<file path="src/rtl/br_redirect_ctrl_pkg.sv">
// Shared definitions for the branch redirect controller: FSM state encoding,
// default widths and the target alignment mask used by BR_MISALIGN_CHK_EN builds.
package br_redirect_ctrl_pkg;

  localparam int ADDR_W_DEF  = 64;
  localparam int MAX_OUT_DEF = 4;

  localparam logic [1:0] ST_IDLE     = 2'd0;
  localparam logic [1:0] ST_FLUSH    = 2'd1;
  localparam logic [1:0] ST_REDIRECT = 2'd2;
  localparam logic [1:0] ST_EXC      = 2'd3;

  // Instruction fetch targets must be word aligned.
  localparam logic [1:0] MISALIGN_MASK = 2'b11;

  function automatic logic tgt_misaligned(input logic [1:0] lsb);
    return (lsb & MISALIGN_MASK) != 2'b00;
  endfunction

endpackage

</file>
<file path="src/rtl/br_redirect_ctrl_if.sv">
// Signal bundle between the EX branch unit, the IF fetch logic and the redirect
// controller; master is the controller side, slave is the pipeline side.
interface br_redirect_ctrl_if
  import br_redirect_ctrl_pkg::*;
#(
  parameter int ADDR_W = ADDR_W_DEF
) ();

  logic              ex_valid_i;
  logic              br_e_i;
  logic [ADDR_W-1:0] br_addr_i;
  logic              ex_stall_o;
  logic              flush_o;
  logic              redirect_valid_o;
  logic              redirect_ready_i;
  logic [ADDR_W-1:0] redirect_pc_o;
  logic              fetch_req_fire_i;
  logic              fetch_rsp_fire_i;
  logic              drop_rsp_o;
  logic              misalign_exc_o;
  logic [ADDR_W-1:0] misalign_tval_o;

  modport master (
    input  ex_valid_i, br_e_i, br_addr_i, redirect_ready_i,
           fetch_req_fire_i, fetch_rsp_fire_i,
    output ex_stall_o, flush_o, redirect_valid_o, redirect_pc_o,
           drop_rsp_o, misalign_exc_o, misalign_tval_o
  );

  modport slave (
    output ex_valid_i, br_e_i, br_addr_i, redirect_ready_i,
           fetch_req_fire_i, fetch_rsp_fire_i,
    input  ex_stall_o, flush_o, redirect_valid_o, redirect_pc_o,
           drop_rsp_o, misalign_exc_o, misalign_tval_o
  );

endinterface

</file>
<file path="src/rtl/br_redirect_ctrl_fetch_inflight_cnt.sv">
// In-flight fetch counter plus wrong-path drop counter; flags responses that
// belong to fetches issued before the most recent redirect.
module br_redirect_ctrl_fetch_inflight_cnt
  import br_redirect_ctrl_pkg::*;
#(
  parameter int MAX_OUT = MAX_OUT_DEF
) (
  input  logic clock,
  input  logic reset_n,
  input  logic req_fire_i,
  input  logic rsp_fire_i,
  input  logic load_drop_i,
  output logic drop_rsp_o
);

  localparam int              CNT_W   = $clog2(MAX_OUT + 1);
  localparam logic [CNT_W-1:0] CNT_MAX = CNT_W'(MAX_OUT);

  logic [CNT_W-1:0] out_cnt_q, out_cnt_d;
  logic [CNT_W-1:0] drop_cnt_q, drop_cnt_d;

  assign drop_rsp_o = rsp_fire_i && (drop_cnt_q != '0);

  always_comb begin
    out_cnt_d = out_cnt_q;
    if (req_fire_i && !rsp_fire_i && (out_cnt_q != CNT_MAX)) begin
      out_cnt_d = out_cnt_q + CNT_W'(1);
    end else if (!req_fire_i && rsp_fire_i && (out_cnt_q != '0)) begin
      out_cnt_d = out_cnt_q - CNT_W'(1);
    end
  end

  // On a redirect everything still in flight after this cycle is wrong-path;
  // a response landing in the accept cycle enters IF/ID and dies with the flush.
  always_comb begin
    drop_cnt_d = drop_cnt_q;
    if (load_drop_i) begin
      drop_cnt_d = out_cnt_d;
    end else if (drop_rsp_o) begin
      drop_cnt_d = drop_cnt_q - CNT_W'(1);
    end
  end

  always_ff @(posedge clock or negedge reset_n) begin
    if (!reset_n) begin
      out_cnt_q  <= '0;
      drop_cnt_q <= '0;
    end else begin
      out_cnt_q  <= out_cnt_d;
      drop_cnt_q <= drop_cnt_d;
    end
  end

endmodule

</file>
<file path="src/rtl/br_redirect_ctrl.sv">
// Front-end redirect sequencer: captures a taken branch target from EX, flushes
// IF/ID, hands the target to fetch and drops wrong-path responses.
// Optional target alignment exception is enabled with `define BR_MISALIGN_CHK_EN.
module br_redirect_ctrl
  import br_redirect_ctrl_pkg::*;
#(
  parameter int ADDR_W  = ADDR_W_DEF,
  parameter int MAX_OUT = MAX_OUT_DEF
) (
  input  logic               clock,
  input  logic               reset_n,
  br_redirect_ctrl_if.master bus
);

  logic [1:0]        state_q, state_d;
  logic [ADDR_W-1:0] tgt_q, tgt_d;
  logic              accept;
  logic              in_exc;

  assign accept = (state_q == ST_IDLE) && bus.ex_valid_i && bus.br_e_i;

  always_comb begin
    state_d = state_q;
    tgt_d   = tgt_q;
    case (state_q)
      ST_IDLE: begin
        if (accept) begin
          tgt_d = bus.br_addr_i;
`ifdef BR_MISALIGN_CHK_EN
          state_d = tgt_misaligned(bus.br_addr_i[1:0]) ? ST_EXC : ST_FLUSH;
`else
          state_d = ST_FLUSH;
`endif
        end
      end
      ST_FLUSH:    state_d = ST_REDIRECT;
      ST_REDIRECT: if (bus.redirect_ready_i) state_d = ST_IDLE;
      default:     state_d = ST_IDLE;
    endcase
  end

  always_ff @(posedge clock or negedge reset_n) begin
    if (!reset_n) begin
      state_q <= ST_IDLE;
      tgt_q   <= '0;
    end else begin
      state_q <= state_d;
      tgt_q   <= tgt_d;
    end
  end

`ifdef BR_MISALIGN_CHK_EN
  assign in_exc              = (state_q == ST_EXC);
  assign bus.misalign_exc_o  = in_exc;
  assign bus.misalign_tval_o = in_exc ? tgt_q : '0;
`else
  assign in_exc              = 1'b0;
  assign bus.misalign_exc_o  = 1'b0;
  assign bus.misalign_tval_o = '0;
`endif

  // All outputs decode from registered state so reset clears them at once.
  assign bus.ex_stall_o       = (state_q != ST_IDLE);
  assign bus.flush_o          = (state_q == ST_FLUSH) || in_exc;
  assign bus.redirect_valid_o = (state_q == ST_REDIRECT);
  assign bus.redirect_pc_o    = (state_q == ST_REDIRECT) ? tgt_q : '0;

  br_redirect_ctrl_fetch_inflight_cnt #(
    .MAX_OUT (MAX_OUT)
  ) u_inflight (
    .clock       (clock),
    .reset_n     (reset_n),
    .req_fire_i  (bus.fetch_req_fire_i),
    .rsp_fire_i  (bus.fetch_rsp_fire_i),
    .load_drop_i (accept),
    .drop_rsp_o  (bus.drop_rsp_o)
  );

endmodule

</file>
<file path="src/flat_wrapper.sv">
// flat-port wrapper written by rule: the top's interface ports become plain ports
module br_redirect_ctrl_flat import br_redirect_ctrl_pkg::*;
#(
  parameter int ADDR_W  = ADDR_W_DEF,
  parameter int MAX_OUT = MAX_OUT_DEF
)
  (clock, reset_n, bus_ex_valid_i, bus_br_e_i, bus_br_addr_i, bus_redirect_ready_i, bus_fetch_req_fire_i, bus_fetch_rsp_fire_i, bus_ex_stall_o, bus_flush_o, bus_redirect_valid_o, bus_redirect_pc_o, bus_drop_rsp_o, bus_misalign_exc_o, bus_misalign_tval_o);
  br_redirect_ctrl_if #(.ADDR_W(ADDR_W)) bus_i ();
  input  logic clock;
  input  logic reset_n;
  input wire logic [$bits(bus_i.ex_valid_i)-1:0] bus_ex_valid_i;
  input wire logic [$bits(bus_i.br_e_i)-1:0] bus_br_e_i;
  input wire logic [$bits(bus_i.br_addr_i)-1:0] bus_br_addr_i;
  input wire logic [$bits(bus_i.redirect_ready_i)-1:0] bus_redirect_ready_i;
  input wire logic [$bits(bus_i.fetch_req_fire_i)-1:0] bus_fetch_req_fire_i;
  input wire logic [$bits(bus_i.fetch_rsp_fire_i)-1:0] bus_fetch_rsp_fire_i;
  output wire logic [$bits(bus_i.ex_stall_o)-1:0] bus_ex_stall_o;
  output wire logic [$bits(bus_i.flush_o)-1:0] bus_flush_o;
  output wire logic [$bits(bus_i.redirect_valid_o)-1:0] bus_redirect_valid_o;
  output wire logic [$bits(bus_i.redirect_pc_o)-1:0] bus_redirect_pc_o;
  output wire logic [$bits(bus_i.drop_rsp_o)-1:0] bus_drop_rsp_o;
  output wire logic [$bits(bus_i.misalign_exc_o)-1:0] bus_misalign_exc_o;
  output wire logic [$bits(bus_i.misalign_tval_o)-1:0] bus_misalign_tval_o;
  assign bus_i.ex_valid_i = bus_ex_valid_i;
  assign bus_i.br_e_i = bus_br_e_i;
  assign bus_i.br_addr_i = bus_br_addr_i;
  assign bus_i.redirect_ready_i = bus_redirect_ready_i;
  assign bus_i.fetch_req_fire_i = bus_fetch_req_fire_i;
  assign bus_i.fetch_rsp_fire_i = bus_fetch_rsp_fire_i;
  assign bus_ex_stall_o = bus_i.ex_stall_o;
  assign bus_flush_o = bus_i.flush_o;
  assign bus_redirect_valid_o = bus_i.redirect_valid_o;
  assign bus_redirect_pc_o = bus_i.redirect_pc_o;
  assign bus_drop_rsp_o = bus_i.drop_rsp_o;
  assign bus_misalign_exc_o = bus_i.misalign_exc_o;
  assign bus_misalign_tval_o = bus_i.misalign_tval_o;
  br_redirect_ctrl #(.ADDR_W(ADDR_W), .MAX_OUT(MAX_OUT)) u_core (.clock(clock), .reset_n(reset_n), .bus(bus_i));
endmodule
</file>
<file path="config.mk">
export PLATFORM = sky130hd
export DESIGN_NAME = br_redirect_ctrl_flat
export DESIGN_NICKNAME = d
export VERILOG_FILES = /design/src/rtl/br_redirect_ctrl_pkg.sv /design/src/rtl/br_redirect_ctrl_if.sv /design/src/rtl/br_redirect_ctrl_fetch_inflight_cnt.sv /design/src/rtl/br_redirect_ctrl.sv /design/src/flat_wrapper.sv
export SDC_FILE = /design/constraint.sdc
export NUM_CORES = 1
export LEC_CHECK = 0
export CORE_UTILIZATION = 35
export CTS_BUF_LIST = sky130_fd_sc_hd__clkbuf_8
export CTS_CLUSTER_SIZE = 40
export DETAILED_ROUTE_END_ITERATION = 16
export GPL_ROUTABILITY_DRIVEN = 0
export PLACE_DENSITY_LB_ADDON = 0.2
export SYNTH_ARGS = -nofsm -noshare
export SYNTH_HDL_FRONTEND = slang
export SYNTH_SLANG_ARGS = --single-unit
</file>
<file path="constraint.sdc">
create_clock -name clock -period 1.8 [get_ports clock]
set_input_delay 0.45 -clock clock [delete_from_list [all_inputs] [get_ports clock]]
set_output_delay 0.45 -clock clock [all_outputs]
set_load 0.01 [all_outputs]
</file>
==> results of run 1 <==
-- state kept, by name, summed over array words and instances, names as in the netlist --
register                      cells
u_core.tgt_q                     64
u_core.u_inflight.out_cnt_q       3
u_core.u_inflight.drop_cnt_q      3
u_core.state_q                    2
-- final timing paths --
path                            slack [ps]                                          end
worst max-delay path                  -190                        bus_redirect_pc_o[46]
worst min-delay path                    90                 u_core.tgt_q[51]$_DFFE_PN0P_
worst max register to register          90  u_core.u_inflight.drop_cnt_q[0]$_DFFE_PN0P_
worst min register to register         480                 u_core.tgt_q[44]$_DFFE_PN0P_
max in group asynchronous             1350  u_core.u_inflight.drop_cnt_q[2]$_DFFE_PN0P_
min in group clock                     480                 u_core.tgt_q[44]$_DFFE_PN0P_
-- layout make-up --
class	count	area, µm²
sequential	72	1802
inverter	10	37.54
timing repair buffer	179	1946
clock buffer	11	151.4
clock inverter	4	21.27
multi-input combinational	363	1908
tap	140	175.2
fill	990	4752
-- layout by cell type, fill, tap and decap left out, types with 3 or more instances in the layout --
master,count
inv_2,3
nor3_1,4
clkdlybuf4s50_1,69
and3b_1,3
and2_4,62
clkbuf_8,11
nand2_1,195
buf_16,3
inv_1,8
buf_6,77
dfrtp_1,72
buf_4,18
conb_1,65
buf_2,3
buf_12,6
-- cells in the mapped netlist --
cell type | instances | area [µm²]
nand2_1 | 195 | 732.0
dfrtp_1 | 72 | 1802
buf_4 | 69 | 518.0
and2_1 | 64 | 400.4
clkbuf_1 | 11 | 41.29
inv_1 | 10 | 37.54
buf_2 | 7 | 35.03
ha_1 | 5 | 62.56
nor3_1 | 4 | 20.02
and3b_1 | 3 | 26.28
nor2_1 | 3 | 11.26
nor2b_1 | 3 | 18.77
a211oi_1 | 2 | 15.01
a21oi_1 | 2 | 10.01
o211ai_1 | 2 | 15.01
xnor2_1 | 2 | 17.52
a21bo_2 | 1 | 10.01
a21o_1 | 1 | 7.510
a311oi_1 | 1 | 8.760
a31oi_1 | 1 | 6.260
and3_1 | 1 | 6.260
conb_1 | 1 | 3.750
mux2_2 | 1 | 11.26
mux2i_1 | 1 | 10.01
nand3_1 | 1 | 5.000
nand4bb_1 | 1 | 11.26
o21ai_0 | 1 | 5.000
o22ai_1 | 1 | 6.260
o41ai_2 | 1 | 16.27
or4_1 | 1 | 7.510
-- worst reg2reg max path, cell delays in order, from the launching register on --
cell and delay (ps):
dfrtp_1 400, inv_1 130, ha_2 260, a21bo_2 160, nor2_1 50, or4_1 450
and3_1 170
-- routing by layer --
layer	vias to the layer above	GRT usage, %	wire (µm)
met2	140	27.93	4657
li1	1630	-	-
met4	0	5.675	104
met5	-	0	0
met3	9	4.298	720
met1	1586	22.39	4345
-- through the flow --
stage	TNS, ps	instance area, µm²	utilization [%]	cells	setup WS (ps)
after global placement	-7919	5325	49.34	746	-300.6
after global routing	-13410	6041	55.97	779	-258.7
after detailed placement	-8708	5325	49.34	746	-295.4
after CTS	-10030	5912	54.78	780	-204.0
after floorplan	0	4118	-	532	174.0
final	-8867	6041	55.97	779	-187.7
-- timing repair --
item | CTS | global route
hold buffers | 0 | 0
buffers inserted | 15 | 2
gates resized for setup | 397 | 41
pin swaps | 64 | 2
gates cloned | 5 | 0
endpoints found under the setup margin | 68 | 71
-- cell families (layout without fill, tap and decap cells) --
family | Yosys count | in the layout | synth area share (%)
AOI/OAI and AO/OA | 13 | 13 | 2.582
xor gates and xnor gates | 2 | 2 | 0.4518
adders and majority gates | 5 | 5 | 1.613
muxes | 2 | 2 | 0.5486
buffers and inverters | 97 | 204 | 16.30
DFF | 72 | 72 | 46.47
other | 1 | 65 | 0.09671
and+or+nand+nor | 276 | 276 | 31.95
-- power groups by stage --
stage,sequential (mW),clock (mW),combinational (mW)
floorplan,2.22,0,1.06
global placement,2.25,0,1.68
detailed placement,2.27,0,1.72
CTS,2.27,1.19,2.08
global route,2.34,1.25,2.40
finish,2.29,1.13,2.16
==> flow_metrics.py, run 1 <==
metrics = {
    "critical_path": {
        "critPathTopFamily": "buffers and inverters",
        "critical_path.cell_chain": "nor2b_4, buf_12, buf_8, buf_16, and2_4, buf_6",
        "worstSetupPathType": "register to output port",
        "cp-start-kind": "register",
        "cp.required_ps": 1350,
        "critPathArrivalTime_ps": 1540,
        "crit_fanout": 7,
        "crit_cells": 6,
        "path_buf_inv": 4,
        "reg2reg_depth": 6,
        "cp-end-kind": "output port",
        "crit_path_start": "u_core.state_q[0]$_DFFE_PN0P_",
        "r2r_start": "u_core.u_inflight.out_cnt_q[1]$_DFF_PN0_",
        "slowest_stage": "dfrtp_1",
        "critical-path-max-stage-delay_ps": 410,
    },
    "pwr": {
        "power_mw": 5.589,
        "powerDensity_nw_per_um2": 925.3,
        "ir_drop_v": 0.0003685,
        "p_sw_share_pct": 32.04,
        "combPwrFrac_pct": 38.7,
        "pwr-share-clk_pct": 20.3,
        "switching_power_mw": 1.791,
        "p_int_mw": 3.798,
        "p_seq_share_pct": 41.0,
        "p_leak_nw": 3.181,
    },
    "worst_hold_path": {
        "hold_class": "input port to async pin",
    },
    "place": {
        "numPortBuffers": 138,
        "dp_hpwl_um": 6422,
    },
    "sta": {
        "setup_viol": 60,
        "timing.final.ws_setup_ps": -187.7,
        "clock_skew_ps": 6.279,
        "period_share_pct": 110.4,
        "rsz0062_at_grt": "yes",
        "fmax_mhz": 503.1,
        "drv_slew": 0,
        "whs_ps": 93.36,
        "hold_viol_final": 0,
        "min_period_ps": 1988,
    },
    "route": {
        "drtPass1Iterations": 4,
        "wl_per_cell_um": 12.62,
        "drc": 0,
        "routed_via_density": 4.320,
        "drt_iter0_drc": 133,
        "num_vias": 3365,
        "ant_nets": 0,
        "wl_um": 9828,
    },
    "global_routing": {
        "grt-ovfl-total": 0,
        "grt_pass1_wl_um": 15320,
        "grt_usage_pct": 17.19,
        "grt_max_degree": 73,
        "antenna_found_initial": 0,
        "grt_pass1_vias": 3179,
    },
    "synthesis": {
        "syn_inst": 468,
        "ys_seq_area_share_pct": 46.47,
        "syn_area_um2": 3877,
        "synth_cell_types": 30,
        "syn_area_per_cell_um2": 8.285,
        "yosysWarnings": 0,
        "ys_seq_elements": 72,
    },
    "run": {
        "maxCapViolations": 0,
    },
    "clocking": {
        "cts.root.buffer_cell": "clkbuf_8",
        "cts_tree": "built",
        "cts.clk_slew.worst_paths_ps": 70,
        "clock_latency_ps": 330,
        "cts_sinks": 72,
        "numCtsBuffers": 9,
        "ctsHtreeMaxLevel": 3,
        "clockBufferDepth": 2,
    },
    "run_status": {
        "violations": "negative setup slack",
        "outcome": "finished, violations left",
    },
    "floorplan": {
        "core_um2": 10790,
        "num_io_pins": 204,
        "die_height_um": 107.3,
        "dieArea_um2": 11500,
        "start_util_pct": 35.93,
        "rows": 38,
        "die_x_um": 107.3,
    },
    "final_layout": {
        "n_antenna_cell": 0,
        "drive_gt1_share_pct": 31.46,
        "fin_nets": 711,
        "area_delta_synth_final_pct": 55.79,
    },
}
(Power assumes the default switching activity.)
==> inputs of run 2 (changes only) <==
--- a/config.mk
+++ b/config.mk
@@ -7,7 +7,7 @@
 export LEC_CHECK = 0
 export CORE_UTILIZATION = 35
 export CTS_BUF_LIST = sky130_fd_sc_hd__clkbuf_8
-export CTS_CLUSTER_SIZE = 40
+export CTS_CLUSTER_SIZE = 20
 export DETAILED_ROUTE_END_ITERATION = 16
 export GPL_ROUTABILITY_DRIVEN = 0
 export PLACE_DENSITY_LB_ADDON = 0.2
==> results of run 2 <==
No change in the layout: final DEF, timing and power equal those of run 1.
==> inputs of run 3 (changes only) <==
--- a/config.mk
+++ b/config.mk
@@ -5,6 +5,8 @@
 export SDC_FILE = /design/constraint.sdc
 export NUM_CORES = 1
 export LEC_CHECK = 0
+export ABC_AREA = 1
+export CAP_MARGIN = 20
 export CORE_UTILIZATION = 35
 export CTS_BUF_LIST = sky130_fd_sc_hd__clkbuf_8
 export CTS_CLUSTER_SIZE = 20
==> flow_metrics.py, run 3 <==
metrics = {
    "final_layout": {
        "final_cells": 759,
        "max_flop_register": "u_core.tgt_q",
        "final_cell_mix": "nand2_1 (79), inv_1 (77), dfrtp_1 (72), clkdlybuf4s50_1 (69), conb_1 (65)",
        "final_core_util_pct": 49.65,
        "final_area_um2": 5171,
        "largest_reg_flops": 64,
        "n_antenna_cell": 0,
        "final_common_cell": "nand2_1",
        "reg.largest.list": "u_core.tgt_q x64, u_core.u_inflight.drop_cnt_q x3, u_core.u_inflight.out_cnt_q x3",
        "area_delta_synth_final_pct": 36.40,
        "fin_nets": 694,
        "drive_gt1_share_pct": 20.71,
    },
    "sta": {
        "fmax_mhz": 529.7,
        "min_period_ps": 1888,
        "whs_ps": 46.53,
        "clock_skew_ps": 6.710,
        "rsz0062_at_grt": "yes",
        "drv_slew": 0,
        "hold_viol_final": 0,
        "setup_viol": 61,
        "period_share_pct": 104.9,
        "tns_ps": -1526,
        "timing.final.ws_setup_ps": -87.80,
    },
    "worst_hold_path": {
        "hold_class": "input port to async pin",
    },
    "floorplan": {
        "die_x_um": 106.1,
        "dieArea_um2": 11250,
        "rows": 37,
        "core_um2": 10420,
        "die_height_um": 106.1,
        "start_util_pct": 36.40,
        "num_io_pins": 204,
    },
    "critical_path": {
        "slowest_stage": "dfrtp_1",
        "cp.required_ps": 1350,
        "critical_path.cell_chain": "inv_1, ha_2, ha_2, or2_4, inv_2, buf_6",
        "critPathArrivalTime_ps": 1440,
        "cp-start-kind": "register",
        "crit_fanout": 2,
        "worstSetupPathType": "register to output port",
        "cp-end-kind": "output port",
        "crit_top_cell": "ha_2",
        "critical-path-max-stage-delay_ps": 350,
    },
    "global_routing": {
        "grt_pass1_vias": 3040,
        "grt_max_degree": 64,
        "grt_usage_pct": 15.50,
        "grt_pass1_wl_um": 13720,
        "antenna_found_initial": 0,
        "grt-ovfl-total": 0,
    },
    "run": {
        "maxCapViolations": 0,
    },
    "route": {
        "ant_nets": 0,
        "drtPass1Iterations": 4,
        "num_vias": 3162,
        "wl_per_cell_um": 11.27,
        "drc": 0,
        "wl_um": 8553,
        "routed_via_density": 4.166,
        "drt_iter0_drc": 88,
    },
    "place": {
        "dpl_worst_slack_ps": -507.2,
        "dp.cells": 738,
        "dp_hpwl_um": 5968,
        "post_dp_cell_area_um2": 5106,
        "numPortBuffers": 138,
    },
    "run_status": {
        "outcome": "finished, violations left",
        "violations": "negative setup slack",
    },
    "synthesis": {
        "yosysMostFrequentCell": "nand2_1",
        "synth.area.top_cells": "dfrtp_1 (48%), buf_4 (13%), o21ai_0 (8.1%), nand2_1 (7.8%), inv_1 (7.7%)",
        "synth_top_area_share_pct": 47.52,
        "yosysWarnings": 0,
        "synth_cell_types": 22,
        "ys_top_cells_by_count": "nand2_1 (79), inv_1 (78), dfrtp_1 (72)",
        "ys_seq_area_share_pct": 47.52,
        "yosys_most_used_dff": "dfrtp_1",
        "synth_top_area_cell": "dfrtp_1",
        "async_flop_share_pct": 100.0,
        "syn_area_um2": 3791,
        "syn_inst": 473,
        "ys_seq_elements": 72,
        "syn_area_per_cell_um2": 8.015,
        "synth_edf_count": 0,
    },
    "clocking": {
        "cts.clk_slew.worst_paths_ps": 70,
        "numCtsBuffers": 9,
        "cts_sinks": 72,
        "clock_latency_ps": 340,
        "ctsHtreeMaxLevel": 3,
        "cts.root.buffer_cell": "clkbuf_8",
        "clockBufferDepth": 2,
        "ctsHoldBuffers": 0,
        "cts_tree": "built",
    },
    "pwr": {
        "p_leak_nw": 2.709,
        "power_mw": 5.256,
        "powerDensity_nw_per_um2": 1016,
        "ir_drop_v": 0.0004801,
    },
}
-- run 3: routing by layer --
layer	part of all wire, %	vias to the layer above	global-route usage, %
met4	1.3	0	5.456
met3	6.3	12	4.476
met2	50	121	27.12
met5	0	-	0
li1	-	1573	-
met1	43	1456	18.04
-- run 3: repair_timing --
item,4_1_cts,5_1_grt
cloned,1,2
pin swaps,3,2
endpoints found under the setup margin,68,68
resized for setup,282,16
buffers inserted,1,1
-- run 3: critical path: cells and delay by family (launching register included) --
kind	cells	cell delay, ps
fa+ha+maj	2	330
buf+inv	3	200
flops	1	350
simple gates	1	230
-- run 3: area by class of cell --
type	count	area [µm²]
Fill cell	1050	5245
Tap cell	136	170.2
Timing Repair Buffer	156	1308
Inverter	79	302.8
Multi-Input combinational cell	300	1368
Sequential cell	72	1802
Clock buffer	10	137.6
Clock inverter	6	83.83
-- run 3: path summary, 6_finish.rpt --
check,start,endpoint,slack [ps],depth (start not counted)
setup / recovery,u_core.u_inflight.drop_cnt_q[0]$_DFFE_PN0P_,bus_drop_rsp_o,-90,6
hold / removal,reset_n,u_core.tgt_q[15]$_DFFE_PN0P_,50,1
setup reg to reg,u_core.u_inflight.drop_cnt_q[0]$_DFFE_PN0P_,u_core.u_inflight.drop_cnt_q[2]$_DFFE_PN0P_,210,10
hold reg to reg,u_core.tgt_q[10]$_DFFE_PN0P_,u_core.tgt_q[10]$_DFFE_PN0P_,530,2
max in group asynchronous,reset_n,u_core.tgt_q[46]$_DFFE_PN0P_,1190,2
min in group clock,u_core.tgt_q[10]$_DFFE_PN0P_,u_core.tgt_q[10]$_DFFE_PN0P_,530,2
-- run 3: where the power goes --
group	switching, mW	total [mW]	internal (mW)
Clock	0.588	1.40	0.811
Sequential	0.139	2.18	2.04
Combinational	0.960	1.68	0.717
-- run 3: cells by family (layout without fill, tap and decap cells) --
group	after synthesis	in the layout	synth area share (%)
AO/OA/AOI/OAI	68	68	9.175
adder cells (fa/ha/maj)	5	5	1.650
XOR/XNOR	1	1	0.2311
AND/OR/NAND/NOR	161	161	16.73
other	1	65	0.09891
flip-flops	72	72	47.52
buffers and inverters	165	251	24.59
==> variant 1, RTL diff (settings of run 3) <==
The package constant `ADDR_W_DEF` goes from 64 to 96.
--- a/src/rtl/br_redirect_ctrl_pkg.sv
+++ b/src/rtl/br_redirect_ctrl_pkg.sv
@@ -4,3 +4,3 @@
 
-  localparam int ADDR_W_DEF  = 64;
+  localparam int ADDR_W_DEF  = 96;
   localparam int MAX_OUT_DEF = 4;
Ports: changed (resized bus_br_addr_i, bus_misalign_tval_o and bus_redirect_pc_o); port bits go from 204 to 300. The function was not compared with the original's and may differ.
==> variant 1 against run 3 <==
- the flow still finishes with violations (negative setup slack)
- routed wire length up 56%
- count of clock-buffer cells in the layout down 1
- sequential cell count increased by 32
- maximum frequency down 4.6%
- area after synthesis rose by 43%
- core utilization is 1.5 points lower
- highest routed layer unchanged
- register-to-register slack improved by 0.02 ns
- sequential share of layout area is 0.82 points higher
- cell area increased by 41%
- worst setup slack worse by 0.091 ns
- die area grew 42%
- total power is 31% higher
- synthesized cell count up 43%
==> variant 1: results <==
export IMPL_status="finished, violations left"
export IMPL_violations="negative setup slack"
export IMPL_crit_start="u_core.state_q[0]"
export IMPL_worstHoldPathType="primary input to asynchronous set/reset pin"
export IMPL_antenna_found_initial=0
export IMPL_dr_total_vias=4397
export IMPL_cp_max_fo=9
export IMPL_cp_slowest_cell="dfrtp_1"
export IMPL_cts_root_buf="clkbuf_8"
export IMPL_drive_gt1_frac=0.179
export IMPL_rrSetupSlack_ns=0.23
export IMPL_numCtsBuffers=9
export IMPL_drtIter0Drc=188
export IMPL_worstSkewPairLatency_ns=0.37
export IMPL_vdd_drop_max_mv=0.359
export IMPL_grt_max_degree=51
export IMPL_grt_usage=0.158
export IMPL_io_buffers=202
export IMPL_critPathTopFamily="buffers and inverters"
export IMPL_synth_cell_types=22
export IMPL_tns_ns=-10.71
export IMPL_hpwl_um=9060
export IMPL_max_stage_delay_ns=0.42
export IMPL_worst_r2r_endpoint="u_core.u_inflight.drop_cnt_q[0]"
export IMPL_htreeDepth=3
export IMPL_reg2reg_depth=8
export IMPL_synth_top_cells_by_area="dfrtp_1, buf_4, nand2_1, inv_1, nor2_1"
export IMPL_p_leak_nw=3.86
export IMPL_netlist_top_cells_count="nand2_1, inv_1, dfrtp_1"
export IMPL_reg2reg_from="u_core.u_inflight.drop_cnt_q[0]"
export IMPL_wire_per_inst_um=12.3
export IMPL_switchingPower_mw=2.31
export IMPL_grt_pass1_vias=3967
export IMPL_grt_pass1_wl_um=19900
export IMPL_slew_viol_final=0
export IMPL_worst_slack_ns=-0.178
export IMPL_nets=997
export IMPL_crit_end="bus_redirect_pc_o[43]"
export IMPL_cts_clk_slew_worst_paths_ns=0.10
export IMPL_ys_seq_area_frac=0.479
export IMPL_fin_worst_skew_ns=0.0134
export IMPL_n_fill_cell=1559
export IMPL_reg_top3="u_core.tgt_q x96, u_core.u_inflight.drop_cnt_q x3, u_core.u_inflight.out_cnt_q x3"
export IMPL_setup_viol=97
export IMPL_worstPathArrival_ns=1.53
variant 1: cell types whose count changed after synthesis:
| cell | change |
|---|---|
| buf_2 | -2 |
| nand2_1 | +32 |
| nor2_1 | +31 |
| buf_4 | +35 |
| inv_2 | +1 |
| o21ai_0 | +12 |
| clkbuf_1 | +5 |
| nor2_2 | +1 |
| o21ai_1 | +20 |
| dfrtp_1 | +32 |
| inv_1 | +31 |
| buf_6 | +4 |
variant 1: stage by stage:
step / std cells / worst slack [ns] / area [um^2] / power [mW] / hold slack (ns)
2_1_floorplan: 771 / 0.183 / 5790 / 4.57 / 0.154
3_3_place_gp: 1056 / -0.476 / 7360 / 5.46 / 0.387
3_5_place_dp: 1056 / -0.480 / 7360 / 5.50 / 0.386
4_1_cts: 1073 / -0.229 / 7480 / 6.86 / 0.513
5_1_grt: 1082 / -0.261 / 7300 / 7.43 / 0.542
6_report: 1082 / -0.178 / 7300 / 6.90 / 0.524
variant 1: kinds of logic after synthesis:
logic type / share of synthesized area
fa+ha+maj: 0.0115
xor+xnor: 0.00161
other cells: 0.000690
compound gates: 0.0935
flops: 0.479
simple gates: 0.161
buf+inv: 0.252
variant 1: area by class of cell:
cell class / count / area, um^2 / area share
repair buffers: 235 / 1980 / 0.271
well taps: 188 / 235 / 0.0322
clock buffers: 9 / 124 / 0.0170
multi-input cells: 428 / 1870 / 0.256
inverters: 111 / 427 / 0.0585
clock inverters: 7 / 65.1 / 0.00892
flip-flops and latches: 104 / 2600 / 0.357
variant 1: power groups by stage:
stage | logic (mW) | registers, mW | clock network [mW]
after floorplan | 1.46 | 3.12 | 0
after global placement | 2.32 | 3.14 | 0
after detailed placement | 2.34 | 3.16 | 0
after CTS | 2.25 | 3.12 | 1.50
after global routing | 2.66 | 3.18 | 1.60
final | 2.35 | 3.12 | 1.43
variant 1: metal layers:
metal | track usage | share of wire
met5 | 0 | 0
met4 | 0.0553 | 0.012
met3 | 0.0384 | 0.056
met2 | 0.262 | 0.48
met1 | 0.202 | 0.45
variant 1: what timing repair did:
action / in CTS / in global routing
gates resized for setup: 311 / 93
gates cloned: 0 / 6
buffers inserted: 0 / 3
setup endpoints to repair: 100 / 99
hold buffers: 1 / 0
hold endpoints to repair: 21 / 0
pin swaps: 1 / 3
variant 1: how the worst min path moves through the flow:
stage | start | end | slack, ns
global route | reset_n | u_core.tgt_q[75] | 0.54
detailed placement | reset_n | u_core.tgt_q[75] | 0.39
CTS | reset_n | u_core.tgt_q[75] | 0.51
finish | reset_n | u_core.tgt_q[75] | 0.52
floorplan | reset_n | u_core.state_q[0] | 0.15
global placement | reset_n | u_core.tgt_q[69] | 0.39
==> variant 2, RTL diff (settings of run 3) <==
Without the edit above. Make the reset (`reset_n`) synchronous in 2 clocked blocks.
--- a/src/rtl/br_redirect_ctrl_fetch_inflight_cnt.sv
+++ b/src/rtl/br_redirect_ctrl_fetch_inflight_cnt.sv
@@ -43,3 +43,3 @@
 
-  always_ff @(posedge clock or negedge reset_n) begin
+  always_ff @(posedge clock) begin
     if (!reset_n) begin
--- a/src/rtl/br_redirect_ctrl.sv
+++ b/src/rtl/br_redirect_ctrl.sv
@@ -41,3 +41,3 @@
 
-  always_ff @(posedge clock or negedge reset_n) begin
+  always_ff @(posedge clock) begin
     if (!reset_n) begin
Function: differs if reset_n is asserted again (counterexample within 4 cycles, from zero or initial values and one cycle with reset_n low); with reset_n held inactive, the same outputs for 10 cycles.
==> variant 2 against run 3 <==
- the run still ends with negative setup slack left
- area after synthesis decreased by 3.5%
- sequential cell count unchanged
- worst setup slack improved by 0.077 ns
- routed wire length up 2.4%
- maximum frequency increased by 4.2%
- cell area decreased by 0.24%
- critical endpoint is now bus_redirect_pc_o[44]
- highest routed layer unchanged
Power is not compared: it rests on default switching activity, and its combinational part moved more than twofold at a synthesized area within 25%.
==> variant 2: results <==
export IMPL_grt_max_degree=68
export IMPL_grt_pass1_wl_um=14000
export IMPL_synth_compound_area_frac=0.195
export IMPL_nets=715
export IMPL_synthXorXnorAreaFrac=0
export IMPL_routed_wl_um=8760
export IMPL_grt_pass1_vias=3102
export IMPL_status="finished, violations left"
export IMPL_netlist_top_cells_count="inv_1, nor2_1, dfxtp_1"
export IMPL_area_growth_synth_to_final_pct=41.0
export IMPL_drt_vias_per_instance=4.24
export IMPL_cts_resized=215
export IMPL_ys_flop_type="dfxtp_1"
export IMPL_multi_input_area_um2=1530
export IMPL_fin_worst_skew_ns=0.00729
export IMPL_worst_slack_ns=-0.0111
export IMPL_n_fill_cell=1056
export IMPL_violations="negative setup slack"
export IMPL_signal_buffer_area_fraction=0.277
export IMPL_clock_area_frac=0.0492
export IMPL_worstPathArrival_ns=1.36
export IMPL_grt_usage=0.159
export IMPL_async_reset_ff_frac=0
export IMPL_yosys_area_share_adder=0.0171
export IMPL_dpl_cell_area_um2=4940
export IMPL_setup_viol=3
export IMPL_hpwl_um=5820
export IMPL_reg2reg_depth=12
export IMPL_dp_slack_ns=-0.255
export IMPL_synth_top_cells_by_area="dfxtp_1, buf_4, a21oi_1, inv_1, nor2_1"
export IMPL_ys_seq_area_frac=0.394
export IMPL_worstHoldPathType="flop to flop"
export IMPL_regArea_um2=1450
==> variant 2: final timing paths <==
path,slack (ns),end,start
hold reg to reg,0.45,u_core.tgt_q[12],u_core.tgt_q[12]
hold / removal,0.45,u_core.tgt_q[12],u_core.tgt_q[12]
setup / recovery,-0.01,bus_redirect_pc_o[44],u_core.state_q[1]
setup reg to reg,0.35,u_core.u_inflight.drop_cnt_q[0],u_core.u_inflight.drop_cnt_q[0]
==> variant 2: worst max-delay path, stage by stage (launching register included) <==
cell	delay, ns
dfxtp_2	0.33
inv_2	0.04
nor2_4	0.15
inv_8	0.10
clkbuf_16	0.18
nor2_1	0.09
buf_2	0.14
==> variant 2: report_power, final <==
part | switching [mW] | internal (mW)
Combinational | 0.405 | 0.352
Clock | 0.580 | 0.994
Sequential | 0.0365 | 1.72
==> variant 2: metal layers <==
metal,wire length [um],global-route usage
met3,527,0.0451
met2,4340,0.277
met1,3820,0.188
met5,0,0
met4,68,0.0459
